$ cat src/rtl/mul_arbiter_if.sv
// Bundle of the request, result, multiplier and status signals of mul_arbiter.
// The slave modport is the arbiter's view; master is the surrounding pipes and multiplier.
interface mul_arbiter_if #(
  parameter int TAG_W = 5,
  parameter int CNT_W = 32
);
  logic                  flush_i;
  logic [1:0]            req_valid_i;
  logic [1:0][63:0]      req_opr_a_i;
  logic [1:0][63:0]      req_opr_b_i;
  logic [1:0][3:0]       req_func_i;
  logic [1:0]            req_word_i;
  logic [1:0][TAG_W-1:0] req_tag_i;
  logic [1:0]            req_ready_o;
  logic [1:0]            res_valid_o;
  logic [63:0]           res_data_o;
  logic [TAG_W-1:0]      res_tag_o;
  logic [1:0]            res_ready_i;
  logic                  mul_valid_o;
  logic [63:0]           mul_opr_a_o;
  logic [63:0]           mul_opr_b_o;
  logic [3:0]            mul_func_o;
  logic                  mul_word_o;
  logic                  mul_ready_i;
  logic [63:0]           mul_res_i;
  logic                  mul_res_valid_i;
  logic                  mul_res_ready_o;
  logic                  mul_flush_o;
  logic [1:0][CNT_W-1:0] grant_cnt_o;

  modport slave (
    input  flush_i, req_valid_i, req_opr_a_i, req_opr_b_i, req_func_i, req_word_i,
           req_tag_i, res_ready_i, mul_ready_i, mul_res_i, mul_res_valid_i,
    output req_ready_o, res_valid_o, res_data_o, res_tag_o, mul_valid_o, mul_opr_a_o,
           mul_opr_b_o, mul_func_o, mul_word_o, mul_res_ready_o, mul_flush_o, grant_cnt_o
  );

  modport master (
    output flush_i, req_valid_i, req_opr_a_i, req_opr_b_i, req_func_i, req_word_i,
           req_tag_i, res_ready_i, mul_ready_i, mul_res_i, mul_res_valid_i,
    input  req_ready_o, res_valid_o, res_data_o, res_tag_o, mul_valid_o, mul_opr_a_o,
           mul_opr_b_o, mul_func_o, mul_word_o, mul_res_ready_o, mul_flush_o, grant_cnt_o
  );
endinterface

$ cat src/rtl/mul_arbiter.sv
// Round-robin share of one multi-cycle multiplier between the execute pipe (req 0)
// and the AMO/address-gen pipe (req 1); one operation in flight at a time.
module mul_arbiter #(
  parameter int TAG_W = 5,
  parameter int CNT_W = 32
) (
  input logic          clk,
  input logic          resetn,
  mul_arbiter_if.slave bus
);
  typedef enum logic [1:0] {S_IDLE, S_ISSUE, S_WAIT, S_RESP} state_e;

  state_e                state_q, state_d;
  logic                  rr_q, rr_d;
  logic                  owner_q, owner_d;
  logic [63:0]           opr_a_q, opr_a_d;
  logic [63:0]           opr_b_q, opr_b_d;
  logic [3:0]            func_q, func_d;
  logic                  word_q, word_d;
  logic [TAG_W-1:0]      tag_q, tag_d;
  logic [63:0]           res_q, res_d;
  logic [1:0][CNT_W-1:0] cnt_q, cnt_d;

  logic [1:0] grant;
  logic       grant_sel;
  logic [1:0] res_valid;
  logic       mul_valid;
  logic       mul_res_ready;

  // NOTE: every signal written here gets a default first, so no path leaves it
  // unassigned and no latch is inferred.
  always_comb begin
    state_d       = state_q;
    rr_d          = rr_q;
    owner_d       = owner_q;
    opr_a_d       = opr_a_q;
    opr_b_d       = opr_b_q;
    func_d        = func_q;
    word_d        = word_q;
    tag_d         = tag_q;
    res_d         = res_q;
    cnt_d         = cnt_q;
    grant         = '0;
    grant_sel     = 1'b0;
    res_valid     = '0;
    mul_valid     = 1'b0;
    mul_res_ready = 1'b0;

    // A flush abandons the operation outright: no handshakes, rr and counters kept.
    if (bus.flush_i && state_q != S_IDLE) begin
      state_d = S_IDLE;
    end else begin
      unique case (state_q)
        S_IDLE: begin
          if (!bus.flush_i) begin
            if (bus.req_valid_i[rr_q])       grant[rr_q]  = 1'b1;
            else if (bus.req_valid_i[~rr_q]) grant[~rr_q] = 1'b1;
          end
          if (|grant) begin
            grant_sel        = grant[1];
            owner_d          = grant_sel;
            opr_a_d          = bus.req_opr_a_i[grant_sel];
            opr_b_d          = bus.req_opr_b_i[grant_sel];
            func_d           = bus.req_func_i[grant_sel];
            word_d           = bus.req_word_i[grant_sel];
            tag_d            = bus.req_tag_i[grant_sel];
            cnt_d[grant_sel] = cnt_q[grant_sel] + CNT_W'(1);
            state_d          = S_ISSUE;
          end
        end
        S_ISSUE: begin
          mul_valid = 1'b1;
          if (bus.mul_ready_i) state_d = S_WAIT;
        end
        S_WAIT: begin
          mul_res_ready = 1'b1;
          if (bus.mul_res_valid_i) begin
            res_d   = bus.mul_res_i;
            state_d = S_RESP;
          end
        end
        S_RESP: begin
          res_valid[owner_q] = 1'b1;
          if (bus.res_ready_i[owner_q]) begin
            rr_d    = ~owner_q;
            state_d = S_IDLE;
          end
        end
        default: state_d = S_IDLE;
      endcase
    end
  end

  // NOTE: state is updated with non-blocking assignments only, so every flop
  // samples the values of the previous cycle regardless of statement order.
  always_ff @(posedge clk or negedge resetn) begin
    if (!resetn) begin
      state_q <= S_IDLE;
      rr_q    <= 1'b0;
      owner_q <= 1'b0;
      opr_a_q <= '0;
      opr_b_q <= '0;
      func_q  <= '0;
      word_q  <= 1'b0;
      tag_q   <= '0;
      res_q   <= '0;
      cnt_q   <= '0;
    end else begin
      state_q <= state_d;
      rr_q    <= rr_d;
      owner_q <= owner_d;
      opr_a_q <= opr_a_d;
      opr_b_q <= opr_b_d;
      func_q  <= func_d;
      word_q  <= word_d;
      tag_q   <= tag_d;
      res_q   <= res_d;
      cnt_q   <= cnt_d;
    end
  end

  assign bus.req_ready_o     = grant;
  assign bus.res_valid_o     = res_valid;
  assign bus.res_data_o      = res_q;
  assign bus.res_tag_o       = tag_q;
  assign bus.mul_valid_o     = mul_valid;
  assign bus.mul_opr_a_o     = opr_a_q;
  assign bus.mul_opr_b_o     = opr_b_q;
  assign bus.mul_func_o      = func_q;
  assign bus.mul_word_o      = word_q;
  assign bus.mul_res_ready_o = mul_res_ready;
  assign bus.mul_flush_o     = bus.flush_i;
  assign bus.grant_cnt_o     = cnt_q;
endmodule

$ cat src/flat_wrapper.sv
// flat-port wrapper written by rule: the top's interface ports become plain ports
module mul_arbiter_flat 
#(
  parameter int TAG_W = 5,
  parameter int CNT_W = 32
)
  (clk, resetn, bus_flush_i, bus_req_valid_i, bus_req_opr_a_i, bus_req_opr_b_i, bus_req_func_i, bus_req_word_i, bus_req_tag_i, bus_res_ready_i, bus_mul_ready_i, bus_mul_res_i, bus_mul_res_valid_i, bus_req_ready_o, bus_res_valid_o, bus_res_data_o, bus_res_tag_o, bus_mul_valid_o, bus_mul_opr_a_o, bus_mul_opr_b_o, bus_mul_func_o, bus_mul_word_o, bus_mul_res_ready_o, bus_mul_flush_o, bus_grant_cnt_o);
  mul_arbiter_if #(.TAG_W(TAG_W), .CNT_W(CNT_W)) bus_i ();
  input logic clk;
  input logic resetn;
  input wire logic [$bits(bus_i.flush_i)-1:0] bus_flush_i;
  input wire logic [$bits(bus_i.req_valid_i)-1:0] bus_req_valid_i;
  input wire logic [$bits(bus_i.req_opr_a_i)-1:0] bus_req_opr_a_i;
  input wire logic [$bits(bus_i.req_opr_b_i)-1:0] bus_req_opr_b_i;
  input wire logic [$bits(bus_i.req_func_i)-1:0] bus_req_func_i;
  input wire logic [$bits(bus_i.req_word_i)-1:0] bus_req_word_i;
  input wire logic [$bits(bus_i.req_tag_i)-1:0] bus_req_tag_i;
  input wire logic [$bits(bus_i.res_ready_i)-1:0] bus_res_ready_i;
  input wire logic [$bits(bus_i.mul_ready_i)-1:0] bus_mul_ready_i;
  input wire logic [$bits(bus_i.mul_res_i)-1:0] bus_mul_res_i;
  input wire logic [$bits(bus_i.mul_res_valid_i)-1:0] bus_mul_res_valid_i;
  output wire logic [$bits(bus_i.req_ready_o)-1:0] bus_req_ready_o;
  output wire logic [$bits(bus_i.res_valid_o)-1:0] bus_res_valid_o;
  output wire logic [$bits(bus_i.res_data_o)-1:0] bus_res_data_o;
  output wire logic [$bits(bus_i.res_tag_o)-1:0] bus_res_tag_o;
  output wire logic [$bits(bus_i.mul_valid_o)-1:0] bus_mul_valid_o;
  output wire logic [$bits(bus_i.mul_opr_a_o)-1:0] bus_mul_opr_a_o;
  output wire logic [$bits(bus_i.mul_opr_b_o)-1:0] bus_mul_opr_b_o;
  output wire logic [$bits(bus_i.mul_func_o)-1:0] bus_mul_func_o;
  output wire logic [$bits(bus_i.mul_word_o)-1:0] bus_mul_word_o;
  output wire logic [$bits(bus_i.mul_res_ready_o)-1:0] bus_mul_res_ready_o;
  output wire logic [$bits(bus_i.mul_flush_o)-1:0] bus_mul_flush_o;
  output wire logic [$bits(bus_i.grant_cnt_o)-1:0] bus_grant_cnt_o;
  assign bus_i.flush_i = bus_flush_i;
  assign bus_i.req_valid_i = bus_req_valid_i;
  assign bus_i.req_opr_a_i = bus_req_opr_a_i;
  assign bus_i.req_opr_b_i = bus_req_opr_b_i;
  assign bus_i.req_func_i = bus_req_func_i;
  assign bus_i.req_word_i = bus_req_word_i;
  assign bus_i.req_tag_i = bus_req_tag_i;
  assign bus_i.res_ready_i = bus_res_ready_i;
  assign bus_i.mul_ready_i = bus_mul_ready_i;
  assign bus_i.mul_res_i = bus_mul_res_i;
  assign bus_i.mul_res_valid_i = bus_mul_res_valid_i;
  assign bus_req_ready_o = bus_i.req_ready_o;
  assign bus_res_valid_o = bus_i.res_valid_o;
  assign bus_res_data_o = bus_i.res_data_o;
  assign bus_res_tag_o = bus_i.res_tag_o;
  assign bus_mul_valid_o = bus_i.mul_valid_o;
  assign bus_mul_opr_a_o = bus_i.mul_opr_a_o;
  assign bus_mul_opr_b_o = bus_i.mul_opr_b_o;
  assign bus_mul_func_o = bus_i.mul_func_o;
  assign bus_mul_word_o = bus_i.mul_word_o;
  assign bus_mul_res_ready_o = bus_i.mul_res_ready_o;
  assign bus_mul_flush_o = bus_i.mul_flush_o;
  assign bus_grant_cnt_o = bus_i.grant_cnt_o;
  mul_arbiter #(.TAG_W(TAG_W), .CNT_W(CNT_W)) u_core (.clk(clk), .resetn(resetn), .bus(bus_i));
endmodule
$ cat config.mk
export PLATFORM = sky130hd
export DESIGN_NAME = mul_arbiter_flat
export DESIGN_NICKNAME = d
export VERILOG_FILES = /design/src/rtl/mul_arbiter_if.sv /design/src/rtl/mul_arbiter.sv /design/src/flat_wrapper.sv
export SDC_FILE = /design/constraint.sdc
export NUM_CORES = 1
export LEC_CHECK = 0
export CAP_MARGIN = 25
export CELL_PAD_IN_SITES_DETAIL_PLACEMENT = 0
export CELL_PAD_IN_SITES_GLOBAL_PLACEMENT = 1
export CORE_AREA = 2 2 240 242
export CTS_BUF_LIST = sky130_fd_sc_hd__clkbuf_4 sky130_fd_sc_hd__clkbuf_8 sky130_fd_sc_hd__clkbuf_16
export DETAILED_ROUTE_END_ITERATION = 10
export DIE_AREA = 0 0 242 244
export PLACE_DENSITY_LB_ADDON = 0.12
export SYNTH_ARGS = -nofsm -noshare
export SYNTH_HDL_FRONTEND = slang
export SYNTH_SLANG_ARGS = --single-unit
$ cat constraint.sdc
create_clock -name clk -period 2.4 [get_ports clk]
set_input_delay 0.36 -clock clk [delete_from_list [all_inputs] [get_ports clk]]
set_output_delay 0.36 -clock clk [all_outputs]
set_load 0.03 [all_outputs]
==> metrics <==
die area=roughly 59000 sq um; TritonCTS buffer count=37; Slowest cell on crit path=dfrtp_1; Synth area leader=dfrtp_1; Root Buffer=clkbuf_16; leakage=~9 nW; most common cell in the netlist=dfrtp_1; DR pass1 iterations=9; proportion of layout cells with a drive suffix above 1=0.143; row count=just under 90; Die H=approximately 240 um; critical-path cell list=inv_1, ha_1, nand2b_1, buf_4, and3_1, buf_4; CP top delay family=buffers and inverters; first-pass GRT wire length=80700 um; initial core utilization=0.205; overall routed net length=roughly 56000 um; Area growth, synth to finish=78.5%; CP bufs+invs=3; fin crit period=~2.3 ns; max incr delay on CP=0.37 ns; CTS tree=done; placed inst area=19300 sq um; Worst path depth=6; Most Used Layer, Global Route=met2; Slew @ Worst Pin=around 0.52 ns; HP Class=input pin to asynchronous set/reset pin; async set-reset flop share out of synthesis=1.00; Core Area=approximately 56000 sq um; largest net degree at the start of global routing=83; Tcrit/Tclk final=0.938; RSZ-0062 raised after global routing=no; DR iter-0 viols=~1000; total chip power=approximately 25 mW; sequential area share after synthesis=0.587; synthesized cell area=roughly 12000 sq um; GRT overflow=0; Slew Limit Fails=0; Worst-Skew Late Latency=0.53 ns; Sink Count=270; DRT antenna net count=0; drt via density=approximately 4.5; routability cong.=around 0.82; pwr/cell area=1200 nW/um^2; antenna violations before repair=7; final setup fails=0; crit path max fanout=6; # fillers=~5700; syn avg cell area=12.1 sq um; largest buffer count on any clock path=3; Logic pwr share=0.476; r2r worst-path depth=10; vias post-DR=around 11000; Die W=242 um; Worst EP required=~2 ns; Mapped Nets=approximately 1300; Non-Filler Instances=2416; Seq pwr share=0.296; routed length per instance=between 20 and 25 um; Synth Flop Type=dfrtp_1; top-area cell type share of the netlist area=0.587; Worst Setup End Kind=output port; Final Util=0.365; Post-Place Worst Slack=-0.416 ns; IO buf count=621; fin nets=between 1500 and 2000; Critical Path Most Common Cell=buf_4; CTS H-tree depth=2; final hold viol count=0; clock slew at reported path FFs=around 0.050 ns; I/O pin count=about 620; yosys warns=0; Setup Skew=between 0.008 and 0.009 ns; GRT met2 Usage=0.338; switching power total=9.71 mW; M1 GR Usage=0.209; sw frac=0.395; Max transition margin=0.650; Post-Syn Instances=between 900 and 1000; Yosys reg bits=270; status=completed; met3 GRT Util=0.0519; FMAX=about 440 MHz; total of max-cap violations=0; EDFF count, synth=0; Placed Instances=2348; DRC errors left=0; Synth top cells by count=270 x dfrtp_1, 144 x inv_1, 138 x a222oi_1, 66 x mux2_2, 44 x clkbuf_1; critical path startpoint category=register; VDD IR-drop max=approximately 0.52 mV; detailed placer's ending HPWL=approximately 43000 um; PnR worst setup slack=between 0.1 and 0.15 ns; Clk network pwr share=0.228; Pint=14.9 mW; design area=roughly 21000 sq um; Synth area leaders=dfrtp_1 59%, a222oi_1 12%, mux2_2 6.5%, inv_1 4.7%, xor2_1 2.7%; library cells used by synthesis=50; Total GRT Usage=0.184; critical path class=register to output port; Worst Path Arrival=between 1.5 and 2 ns; vias in the first global route=~11000
==> worst paths after layout <==
kind	from	endpoint	slack, ns
max	u_core.state_q[0]	bus_res_valid_o[1]	0.15
max in group asynchronous	resetn	u_core.bus.grant_cnt_o[58]	1.30
min in group clk	bus_req_opr_a_i[57]	u_core.bus.mul_opr_a_o[57]	0.42
max reg2reg	u_core.rr_q	u_core.bus.grant_cnt_o[58]	0.16
min reg2reg	u_core.bus.grant_cnt_o[63]	u_core.bus.grant_cnt_o[63]	0.46
min	resetn	u_core.bus.grant_cnt_o[38]	0.35
==> repair_timing <==
action | 4_1_cts | 5_1_grt
setup buffers | 0 | 0
hold buffers | 1 | 0
setup endpoints to repair | 0 | 4
resized for setup | 0 | 4
hold endpoints to repair | 40 | 0
==> worst reg2reg max path, delay by kind of cell (launching register included) <==
kind	cells	cell delay, ns
and+or+nand+nor	8	1.44
adders and majority gates	1	0.18
DFF	1	0.41
xor gates and xnor gates	1	0.16
==> placed cells by master, fill, tap and decap left out, types with 6 or more instances in the layout <==
master / Yosys / routed
clkdlybuf4s50_1: 0 / 613
dfrtp_1: 270 / 270
inv_1: 144 / 144
a222oi_1: 138 / 138
buf_4: 2 / 67
mux2_2: 66 / 66
nand2_1: 43 / 42
clkbuf_16: 0 / 37
xor2_1: 35 / 35
xnor2_1: 27 / 27
nand3_1: 23 / 23
buf_12: 0 / 20
nor2_1: 18 / 18
nor3_1: 19 / 18
nand4_1: 11 / 11
clkbuf_4: 0 / 11
nor4_1: 11 / 10
clkbuf_8: 0 / 10
and3_1: 9 / 8
o21ai_0: 7 / 7
a21oi_1: 6 / 6
and4_1: 6 / 6
ha_1: 6 / 6
==> metrics by stage <==
stage	TNS [ns]	hold slack [ns]
2_1_floorplan	0	0.0644
3_3_place_gp	-13.21	0.331
3_5_place_dp	-11.80	0.331
4_1_cts	0	0.342
5_1_grt	0	0.375
6_report	0	0.354
==> power groups by stage <==
stage / logic [mW] / registers [mW] / clock network [mW]
floorplan: 2.69 / 10.5 / 0
global placement: 11.9 / 7.27 / 0
detailed placement: 11.9 / 7.28 / 0
CTS: 11.9 / 7.27 / 5.82
global route: 12.3 / 7.47 / 5.99
finish: 11.7 / 7.28 / 5.61
==> per-layer routing <==
metal,part of all wire,wire (um)
met2,0.53,29900
met4,0.020,1110
met1,0.37,21100
met3,0.075,4210
met5,0.00048,27
==> cell families (layout without fill, tap and decap cells) <==
group / after synthesis / in the layout / synth area share
flops: 270 / 270 / 0.587
other cells: 0 / 4 / 0
buf+inv: 206 / 909 / 0.0704
simple gates: 167 / 167 / 0.0782
mux: 71 / 71 / 0.0705
fa+ha+maj: 6 / 6 / 0.00653
xor+xnor: 62 / 62 / 0.0472
compound gates: 171 / 171 / 0.140
==> sequential cells by signal, indices dropped and copies added (netlist names) <==
signal / cells
u_core.owner_q: 1
u_core.state_q: 2
u_core.bus.mul_opr_a_o: 64
u_core.rr_q: 1
u_core.bus.mul_func_o: 4
u_core.bus.mul_word_o: 1
u_core.bus.mul_opr_b_o: 64
u_core.bus.grant_cnt_o: 64
u_core.bus.res_data_o: 64
u_core.bus.res_tag_o: 5
==> final cells by class <==
type                       instances  area [sq um]  area share
sequential                       270          6760       0.329
inverter                         144           541      0.0263
antenna                            4          10.0    0.000488
timing repair buffer             702          7060       0.344
multi-input combinational        477          3980       0.194
clock inverter                     5          77.6     0.00378
clock buffer                      58          1150      0.0558
tap                              756           946      0.0461
Power figures use the tool's default switching activity.
